==> src/rtl/sr_arb_pkg.sv <==
// Shared types, op encodings and the round-robin pick helper for sr_flag_arbiter.
package sr_arb_pkg;

  typedef enum logic [0:0] {
    ARB_IDLE = 1'b0,
    ARB_HOLD = 1'b1
  } arb_state_t;

  localparam logic OP_SET  = 1'b1;
  localparam logic OP_CLR  = 1'b0;
  localparam int   MAX_REQ = 16;

  // One-hot winner: first eligible index at or after ptr, wrapping modulo n.
  function automatic logic [MAX_REQ-1:0] rr_pick(input logic [MAX_REQ-1:0] elig,
                                                 input logic [3:0]         ptr,
                                                 input int                 n);
    logic [MAX_REQ-1:0] win;
    logic               found;
    int                 idx_i;
    logic [3:0]         idx;
    win   = '0;
    found = 1'b0;
    for (int k = 0; k < MAX_REQ; k++) begin
      idx_i = (int'(ptr) + k) % n;
      idx   = 4'(idx_i);
      if (k < n && !found && elig[idx]) begin
        win[idx] = 1'b1;
        found    = 1'b1;
      end
    end
    return win;
  endfunction

endpackage

==> src/rtl/sr_flag_arbiter_sr_ff.sv <==
// Clocked SR flag cell with an asynchronous clear path; S has priority only by
// construction, the arbiter never drives S and R together.
module sr_ff (
  input  logic clk,
  input  logic clr,
  input  logic S,
  input  logic R,
  output logic Q,
  output logic QB
);

  logic q_q, q_d;

  always_comb begin
    q_d = q_q;
    if (S) begin
      q_d = 1'b1;
    end else if (R) begin
      q_d = 1'b0;
    end
  end

  always_ff @(posedge clk or posedge clr) begin
    if (clr) begin
      q_q <= 1'b0;
    end else begin
      q_q <= q_d;
    end
  end

  assign Q  = q_q;
  assign QB = ~q_q;

endmodule

==> src/rtl/sr_flag_arbiter.sv <==
// Round-robin arbiter sharing one SR flag between NUM_REQ requesters, with a
// post-change hold window. Optional conflict counter under SR_ARB_STATS_EN.
module sr_flag_arbiter
  import sr_arb_pkg::*;
#(
  parameter int NUM_REQ     = 4,
  parameter int HOLD_CYCLES = 3,
  parameter int CNT_W       = 8
) (
  input  logic               clk,
  input  logic               rst,
  input  logic [NUM_REQ-1:0] req,
  input  logic [NUM_REQ-1:0] op,
  output logic [NUM_REQ-1:0] gnt,
  output logic               Q,
  output logic               QB,
  output logic               busy
`ifdef SR_ARB_STATS_EN
  ,
  output logic [CNT_W-1:0]   conflict_cnt
`endif
);

  localparam int PW = $clog2(NUM_REQ);
  localparam int HW = (HOLD_CYCLES < 2) ? 1 : $clog2(HOLD_CYCLES + 1);

  arb_state_t         state_q, state_d;
  logic [PW-1:0]      ptr_q, ptr_d;
  logic [HW-1:0]      hold_q, hold_d;
  logic [NUM_REQ-1:0] gnt_q, gnt_d;

  logic [NUM_REQ-1:0] elig, win;
  logic [MAX_REQ-1:0] win_full;
  logic               win_any, win_op;
  logic [PW-1:0]      win_idx;
  logic               s_strb, r_strb;

  // A requester is blind during its own grant cycle so a held req is not re-won.
  always_comb begin
    elig     = req & ~gnt_q;
    win_full = rr_pick(MAX_REQ'(elig), 4'(ptr_q), NUM_REQ);
    win_any  = |win_full;
    win      = win_full[NUM_REQ-1:0];
    win_op   = |(win & op);
    win_idx  = '0;
    for (int i = 0; i < NUM_REQ; i++) begin
      if (win[i]) win_idx = PW'(i);
    end
  end

  always_comb begin
    state_d = state_q;
    ptr_d   = ptr_q;
    hold_d  = hold_q;
    gnt_d   = '0;
    s_strb  = 1'b0;
    r_strb  = 1'b0;
    case (state_q)
      ARB_IDLE: begin
        if (win_any) begin
          gnt_d  = win;
          s_strb = (win_op == OP_SET);
          r_strb = (win_op == OP_CLR);
          ptr_d  = (win_idx == PW'(NUM_REQ - 1)) ? '0 : win_idx + 1'b1;
          if ((win_op != Q) && (HOLD_CYCLES > 0)) begin
            state_d = ARB_HOLD;
            hold_d  = HW'(HOLD_CYCLES);
          end
        end
      end
      ARB_HOLD: begin
        hold_d = hold_q - 1'b1;
        if (hold_q == HW'(1)) state_d = ARB_IDLE;
      end
      default: state_d = ARB_IDLE;
    endcase
  end

  always_ff @(posedge clk or posedge rst) begin
    if (rst) begin
      state_q <= ARB_IDLE;
      ptr_q   <= '0;
      hold_q  <= '0;
      gnt_q   <= '0;
    end else begin
      state_q <= state_d;
      ptr_q   <= ptr_d;
      hold_q  <= hold_d;
      gnt_q   <= gnt_d;
    end
  end

  sr_ff u_flag (
    .clk (clk),
    .clr (rst),
    .S   (s_strb),
    .R   (r_strb),
    .Q   (Q),
    .QB  (QB)
  );

  assign gnt  = gnt_q;
  assign busy = (state_q == ARB_HOLD);

`ifdef SR_ARB_STATS_EN
  logic             conflict;
  logic [CNT_W-1:0] cnt_q, cnt_d;

  assign conflict = (state_q == ARB_IDLE) && (|(elig & op)) && (|(elig & ~op));

  always_comb begin
    cnt_d = cnt_q;
    if (conflict && (cnt_q != '1)) cnt_d = cnt_q + 1'b1;
  end

  always_ff @(posedge clk or posedge rst) begin
    if (rst) begin
      cnt_q <= '0;
    end else begin
      cnt_q <= cnt_d;
    end
  end

  assign conflict_cnt = cnt_q;
`endif

endmodule

==> config.mk <==
export PLATFORM = sky130hd
export DESIGN_NAME = sr_flag_arbiter
export DESIGN_NICKNAME = d
export VERILOG_FILES = /design/src/rtl/sr_arb_pkg.sv /design/src/rtl/sr_flag_arbiter_sr_ff.sv /design/src/rtl/sr_flag_arbiter.sv
export SDC_FILE = /design/constraint.sdc
export NUM_CORES = 1
export LEC_CHECK = 0
export CAP_MARGIN = 20
export CELL_PAD_IN_SITES_DETAIL_PLACEMENT = 1
export CELL_PAD_IN_SITES_GLOBAL_PLACEMENT = 1
export CORE_MARGIN = 8
export CORE_UTILIZATION = 35
export CTS_CLUSTER_SIZE = 12
export DETAILED_ROUTE_END_ITERATION = 12
export PLACE_DENSITY_LB_ADDON = 0.2
export SETUP_SLACK_MARGIN = 0.5
export SKIP_LAST_GASP = 1
export SLEW_MARGIN = 20
export SYNTH_ARGS = -nofsm -noshare
export SYNTH_HDL_FRONTEND = slang
export SYNTH_SLANG_ARGS = --single-unit
==> constraint.sdc <==
create_clock -name clk -period 2.9 [get_ports clk]
set_clock_uncertainty 0.1 [all_clocks]
set_input_delay 0.29 -clock clk [delete_from_list [all_inputs] [get_ports clk]]
set_output_delay 0.29 -clock clk [all_outputs]
set_load 0.01 [all_outputs]
==> results of run 1 <==
registers in the layout, indices dropped and copies added, names as in the netlist:
register and count:
gnt 4, ptr_q 2, u_flag.Q 1, busy 1, hold_q 2
worst reg2reg max path, stage by stage (launching register included):
cell	delay, ns
dfrtp_1	0.40
clkinvlp_4	0.13
ha_4	0.30
mux4_2	0.56
o31a_1	0.19
nand2_1	0.10
and3_4	0.20
buf_6	0.12
a41oi_2	0.12
mux2i_1	0.20
o211ai_1	0.13
cell type report:
cell class | count | share of cell area, %
Multi-Input combinational cell | 90 | 52.5
Timing Repair Buffer | 39 | 22.8
Sequential cell | 10 | 17.0
Tap cell | 31 | 2.63
Inverter | 9 | 2.55
Clock buffer | 4 | 2.46
stage by stage:
step	setup WS, ns	instances	total power, uW	TNS [ns]
6_report	0.224	183	1870	0
5_1_grt	0.110	183	2030	0
4_1_cts	0.200	181	1760	0
2_1_floorplan	0.00514	116	1110	0
3_3_place_gp	-0.0680	173	1470	-0.102
3_5_place_dp	-0.128	173	1520	-0.306
synth_stat cells, drive strengths merged, types with 3 or more instances:
library cell	instances	area, um2
a21oi	8	40.0
a221oi	3	32.5
a41oi	3	26.3
and3	3	23.8
buf	4	32.5
clkbuf	3	11.3
dfrtp	10	250
ha	9	113
inv	9	33.8
nand2	13	48.8
nand2b	4	32.5
nand3	3	15.0
nand4	5	31.3
nor2	8	30.0
nor2b	3	18.8
o21ai	3	15.0
logic make-up (layout without fill, tap and decap cells):
group                      count (synthesis)  in the layout  share of synthesized area (%)
AOI/OAI and AO/OA                         27             27                           22.1
xor gates and xnor gates                   1              1                          0.856
adders and majority gates                  9              9                           11.0
buffers and inverters                     16             52                           7.58
DFF                                       10             10                           24.4
muxes                                      3              3                           5.75
and+or+nand+nor                           50             50                           28.2
metal layers:
layer	vias up	wire length [um]	part of all wire [%]	global-route usage (%)
li1	498	-	-	-
met1	508	1400	44	14.6
met2	14	1670	53	23.6
met3	3	64	2.0	1.84
met4	0	44	1.4	4.69
met5	-	0	0	0
power breakdown:
| group | leakage, uW | internal, uW | switching, uW |
|---|---|---|---|
| clock network | 0.0000210 | 76.5 | 54.9 |
| registers | 0.000123 | 205 | 70.5 |
| logic | 0.000475 | 736 | 731 |
| total | 0.000619 | 1020 | 857 |
final timing paths:
check / start / end / slack [ns] / depth (start not counted)
max: req[1] / hold_q[1]$_DFFE_PP0P_ / 0.22 / 11
min: rst / busy$_DFF_PP0_ / 0.18 / 2
max reg2reg: ptr_q[0]$_DFFE_PP0P_ / hold_q[1]$_DFFE_PP0P_ / 0.23 / 10
min reg2reg: hold_q[0]$_DFFE_PP0P_ / hold_q[0]$_DFFE_PP0P_ / 0.53 / 2
max in group asynchronous: rst / hold_q[1]$_DFFE_PP0P_ / 2.24 / 2
min in group clk: hold_q[0]$_DFFE_PP0P_ / hold_q[0]$_DFFE_PP0P_ / 0.53 / 2
repair_timing:
action,4_1_cts,5_1_grt
pin swaps,5,8
gates resized for setup,9,8
setup buffers,4,2
setup endpoints to repair,9,10
==> tab_implementation.tex, run 1 <==
\begin{tabular}{lr}
\hline
Metric & Value \\
\hline
\multicolumn{2}{l}{\textbf{Synth}} \\
Proportion of synthesized chip area in sequential cells & between 20\% and 30\% \\
Primary FF master, synth & dfrtp\_1 \\
Post-synth net total & 135 \\
Yosys warns & 0 \\
Mean area per synthesized cell & 8.82 um2 \\
FFs w/ async S/R, synth & between 90\% and 100\% \\
Number of synthesized flops with an enable pin & 0 \\
Mapped Cells & $\sim$120 \\
Count of state elements after synthesis & 10 \\
Count of different cell masters after synthesis & 42 \\
Cell area after technology mapping & 1020 um2 \\
\multicolumn{2}{l}{\textbf{Critical path}} \\
Arrival time at the worst endpoint & between 2 and 3 ns \\
Critical Path Most Common Cell & buf\_4 \\
Kind of cell with the highest combined delay on the critical path & buffers and inverters \\
Worst path required time & slightly below 3 ns \\
Max stage delay on crit path & about 0.43 ns \\
Crit path launch type & input port \\
Critical path peak fanout & 4 \\
Ordered list of cells on the worst path & clkdlybuf4s50\_1 > nor2b\_1 > buf\_4 > or3\_4 > a2111oi\_4 > buf\_4 > a221oi\_2 > and3\_4 > o2111a\_2 > mux2i\_1 > o211ai\_1 \\
Crit Path Category & input port to register \\
Standard cell with the maximum stage delay on the critical path & clkdlybuf4s50\_1 \\
CP endpoint kind & register \\
Worst Path Buf+Inv & 3 \\
\multicolumn{2}{l}{\textbf{Timing}} \\
Max Clock Freq & approximately 0.37 GHz \\
Period minus WS final & 2.68 ns \\
Final Hold Vio Count & 0 \\
Finish-stage setup viols & 0 \\
Worst-case hold slack & around 0.18 ns \\
Normalized max-slew margin & 74.2\% \\
Max Slew Vio Count & 0 \\
Period utilisation layout & $\sim$92\% \\
Worst Max-Slew Pin Slew & between 0.3 and 0.4 ns \\
Setup repair after global routing missed its margin & yes \\
\multicolumn{2}{l}{\textbf{Power}} \\
Maximum VDD drop & about 0.00076 V \\
Leakage power total & 0.000619 uW \\
Power per cell area & around 1300 nW/um2 \\
\multicolumn{2}{l}{\textbf{Floorplanning}} \\
Area of the die & roughly 4900 um2 \\
Core ar. & about 2800 um2 \\
Row count & 19 \\
Width of the chip & approximately 70 um \\
I/O pin total & 17 \\
Overall die height & between 70 and 80 um \\
Initial cell density of the core & a little under two fifths \\
\multicolumn{2}{l}{\textbf{Drt}} \\
DR DRC count & 0 \\
Antenna Violating Nets Remaining & 0 \\
WL/cell & about 17 um \\
Number of vias per cell after detailed routing & between 5 and 6 \\
Drt first-iter violations & about 80 \\
Total wire length after detailed routing & $\sim$3200 um \\
Total number of vias & roughly 1000 \\
Detailed-routing iteration count for the pre-antenna-repair pass & 4 \\
\multicolumn{2}{l}{\textbf{GRT}} \\
Antenna violations before repair & 0 \\
First-pass GRT wire length & between 5000 and 6000 um \\
Pin count of the biggest net entering global routing & 14 \\
Overall track demand over capacity in global routing & about an eighth \\
Via count of the first global-routing pass & 1074 \\
Congestion Overflow GR & 0 \\
\multicolumn{2}{l}{\textbf{Clock network}} \\
TritonCTS clock tree & yes \\
Clock-pin slew on the worst setup and hold paths & about 0.070 ns \\
Cts hold-fix bufs & 0 \\
Clock buffer count from CTS & 3 \\
Cell chosen for the clock root & clkbuf\_4 \\
Buffers from clock root to sink, at most & 2 \\
Clock sink count & 10 \\
Number of H-tree levels & 1 \\
Clock latency at the later pin of the worst-skew pair & roughly 0.28 ns \\
\multicolumn{2}{l}{\textbf{Final layout}} \\
Number of antenna diodes & 0 \\
Area occupied by registers & $\sim$250 um2 \\
Synthesis-to-finish area growth & 44.0\% \\
Net count of the finished layout & 172 \\
Multi-input gate area in the final layout & just under 800 um2 \\
Layout cell share with drive strength beyond 1 & a little over a third \\
Post-route cell area & approximately 1500 um2 \\
Most common cell after layout, fill and taps aside & buf\_4 \\
Number of filler instances in the final layout & 325 \\
Most frequent cells in the layout & buf\_4 (22), clkdlybuf4s50\_1 (16), nand2\_1 (13), dfrtp\_1 (10) \\
Final Util & roughly 53\% \\
\multicolumn{2}{l}{\textbf{Placed design}} \\
Dpl cell area & 1320 um2 \\
Buffers on Ports & 16 \\
Routability Congestion & $\sim$0.84 \\
Post-DP HPWL & between 2000 and 2500 um \\
\multicolumn{2}{l}{\textbf{Status}} \\
Status & finished, final reports clean \\
\multicolumn{2}{l}{\textbf{Worst hold path}} \\
Class of the worst hold path & input port to async pin \\
\multicolumn{2}{l}{\textbf{Flow run}} \\
Max Cap Viol & 0 \\
\hline
\end{tabular}
No activity file was read; power rests on OpenSTA's default activity.
==> run 2: changes to the inputs <==
- ABC_AREA: default -> 1
- CORE_MARGIN: 8 -> default
- CORE_UTILIZATION: 35 -> 34
==> run 2 against run 1 <==
Against the previous run:
- setup slack better by 0.46 ns
- critical path type is now register to register
- final cell count up 0.55%
- critical path depth up 5
- non-clock buffer count down 21
- sequential share of layout area up 3.3 points
- sequential cell count unchanged
- global-route usage up 4.1 points
- maximum frequency up 21%
- synthesized cell count up 15%
- first-iteration DRC count down 86%
- routed wire length down 22%
==> tab_implementation.tex, run 2 <==
\begin{tabular}{lr}
\hline
Metric & Value \\
\hline
\multicolumn{2}{l}{\textbf{Timing}} \\
Finish-stage setup viols & 0 \\
Max Clock Freq & 0.452 GHz \\
Period utilisation layout & about three quarters \\
Period minus WS final & between 2 and 2.5 ns \\
Worst-case hold slack & 0.214 ns \\
Normalized max-slew margin & between 70\% and 80\% \\
Worst Max-Slew Pin Slew & between 0.3 and 0.4 ns \\
Setup repair after global routing missed its margin & no \\
Final TNS setup & 0 ns \\
Max Slew Vio Count & 0 \\
Final setup margin & about 0.7 ns \\
Final Hold Vio Count & 0 \\
\multicolumn{2}{l}{\textbf{Clock network}} \\
Clock buffer count from CTS & 3 \\
Clock latency at the later pin of the worst-skew pair & between 0.2 and 0.3 ns \\
Buffers from clock root to sink, at most & 2 \\
Cell chosen for the clock root & clkbuf\_4 \\
Clock-pin slew on the worst setup and hold paths & $\sim$0.060 ns \\
Number of H-tree levels & 1 \\
Clock sink count & 10 \\
TritonCTS clock tree & yes \\
\multicolumn{2}{l}{\textbf{Worst hold path}} \\
Class of the worst hold path & input port to async pin \\
\multicolumn{2}{l}{\textbf{Drt}} \\
Total number of vias & 899 \\
Total wire length after detailed routing & about 2500 um \\
Number of vias per cell after detailed routing & 4.89 \\
Antenna Violating Nets Remaining & 0 \\
DR DRC count & 0 \\
WL/cell & 13.5 um \\
Drt first-iter violations & 11 \\
Detailed-routing iteration count for the pre-antenna-repair pass & 2 \\
\multicolumn{2}{l}{\textbf{Synth}} \\
Yosys top cell area share & 24.8\% \\
Cell types with the highest counts after synthesis & nand2\_1 (31), nand3\_1 (16), nand3\_2 (14), inv\_1 (11), dfrtp\_1 (10) \\
Mapped Cells & around 130 \\
Count of different cell masters after synthesis & 22 \\
Mean area per synthesized cell & approximately 7.6 um2 \\
Number of synthesized flops with an enable pin & 0 \\
Top cell type by total area after synthesis & dfrtp\_1 \\
Primary FF master, synth & dfrtp\_1 \\
Biggest area contributors in the synthesized netlist & dfrtp\_1 (25\%), nand3\_2 (14\%), nand2\_1 (12\%) \\
Proportion of synthesized chip area in sequential cells & around a quarter \\
Post-synth net total & around 150 \\
Count of state elements after synthesis & 10 \\
FFs w/ async S/R, synth & 100\% \\
Yosys warns & 0 \\
Library cell with the highest instance count after synthesis & nand2\_1 \\
Cell area after technology mapping & approximately 1000 um2 \\
\multicolumn{2}{l}{\textbf{Placed design}} \\
Post-DP HPWL & around 2100 um \\
Routability Congestion & about 0.8 \\
Buffers on Ports & 16 \\
Worst setup slack before clock tree synthesis & 0.381 ns \\
\multicolumn{2}{l}{\textbf{Final layout}} \\
Synthesis-to-finish area growth & 23.8\% \\
Most frequent cells in the layout & nand2\_1 (31), nand3\_1 (16), clkdlybuf4s50\_1 (16), nand3\_2 (14), inv\_1 (10) \\
Max reg flops & 4 \\
Most common cell after layout, fill and taps aside & nand2\_1 \\
Number of antenna diodes & 0 \\
Net count of the finished layout & between 150 and 200 \\
Layout cell share with drive strength beyond 1 & between 30\% and 40\% \\
\multicolumn{2}{l}{\textbf{GRT}} \\
Congestion Overflow GR & 0 \\
Via count of the first global-routing pass & slightly below 1000 \\
Pin count of the biggest net entering global routing & 11 \\
First-pass GRT wire length & approximately 4200 um \\
Overall track demand over capacity in global routing & 17.0\% \\
Antenna violations before repair & 0 \\
\multicolumn{2}{l}{\textbf{Status}} \\
Status & finished, final reports clean \\
\multicolumn{2}{l}{\textbf{Critical path}} \\
Arrival time at the worst endpoint & between 2 and 2.5 ns \\
Ordered list of cells on the worst path & inv\_2 > ha\_4 > inv\_1 > nand3\_1 > nand2\_2 > nand2\_4 > nor2\_4 > nand2\_2 > nand3\_4 > nand2\_2 > nand2\_2 > nor2\_2 > nand2\_1 > nand3\_1 > nand3\_1 > nand2\_1 \\
Max stage delay on crit path & about 0.45 ns \\
Standard cell with the maximum stage delay on the critical path & dfrtp\_2 \\
Kind of cell with the highest combined delay on the critical path & simple AND/OR/NAND/NOR gates \\
CP endpoint kind & register \\
Launch instance of the worst register-to-register path & ptr\_q[1]\$\_DFFE\_PP0P\_ \\
Worst Path Buf+Inv & 2 \\
Worst setup startpoint & ptr\_q[1]\$\_DFFE\_PP0P\_ \\
Worst path required time & around 3.0 ns \\
Critical Path Most Common Cell & nand2\_2 \\
Crit Path Category & register to register \\
Critical path peak fanout & 6 \\
Crit path launch type & register \\
\multicolumn{2}{l}{\textbf{Floorplanning}} \\
Row count & 19 \\
Overall die height & 56.5 um \\
Area of the die & 3190 um2 \\
Width of the chip & 56.5 um \\
Core ar. & between 2000 and 3000 um2 \\
Initial cell density of the core & a little over a third \\
I/O pin total & 17 \\
\multicolumn{2}{l}{\textbf{Flow run}} \\
Max Cap Viol & 0 \\
\hline
\end{tabular}
-- run 2: cell types whose count changed in the layout (fill, tap and decap cells not counted), moves of 4 or more --
cell      change
buf_4        -20
nand2_1      +18
nand3_1      +14
nand3_2      +13
nand2_2       +8
a21oi_1       -7
inv_2         +7
nand4_1       -5
clkinv_1      +4
-- run 2: final timing paths --
path | endpoint | slack (ns) | cells past startpoint
setup / recovery | hold_q[1]$_DFFE_PP0P_ | 0.69 | 16
hold / removal | gnt[1]$_DFF_PP0_ | 0.21 | 2
setup reg to reg | hold_q[1]$_DFFE_PP0P_ | 0.69 | 16
hold reg to reg | hold_q[0]$_DFFE_PP0P_ | 0.42 | 2
max in group asynchronous | ptr_q[0]$_DFFE_PP0P_ | 2.19 | 2
min in group clk | hold_q[0]$_DFFE_PP0P_ | 0.42 | 2
-- run 2: stage by stage --
| stage | area (um2) | util (%) | instances |
|---|---|---|---|
| 3_3_place_gp | 1190 | 42.9 | 179 |
| 2_1_floorplan | 1010 | - | 133 |
| 3_5_place_dp | 1190 | 42.9 | 179 |
| 6_report | 1250 | 44.9 | 184 |
| 5_1_grt | 1250 | 44.9 | 184 |
| 4_1_cts | 1230 | 44.1 | 183 |
-- run 2: cell families after synthesis --
group	Yosys count	share of synthesized area, %
flops	10	24.8
compound gates	7	3.47
fa+ha+maj	9	11.2
buf+inv	24	10.2
mux	1	0.993
simple gates	82	49.4
-- run 2: layout make-up --
| cell class | count | area (um2) |
|---|---|---|
| Fill cell | 354 | 1530 |
| Inverter | 23 | 91.3 |
| Sequential cell | 10 | 253 |
| Tap cell | 31 | 38.8 |
| Timing Repair Buffer | 18 | 175 |
| Clock buffer | 3 | 22.5 |
| Multi-Input combinational cell | 99 | 668 |
-- run 2: layer usage --
| metal | GRT usage [%] | vias up | routed length (um) |
|---|---|---|---|
| li1 | - | 464 | - |
| met1 | 21.6 | 428 | 1130 |
| met2 | 28.9 | 5 | 1290 |
| met3 | 2.07 | 2 | 36 |
| met4 | 6.62 | 0 | 22 |
| met5 | 0 | - | 0 |
-- run 2: what timing repair did --
| item | 4_1_cts | 5_1_grt |
|---|---|---|
| endpoints found under the setup margin | 6 | 6 |
| setup buffers | 1 | 1 |
| hold buffers | 0 | 0 |
| resized for setup | 2 | 3 |
Power of run 2 is not shown: default switching activity piles up to over one toggle a cycle in this logic, so the estimate is an artifact.
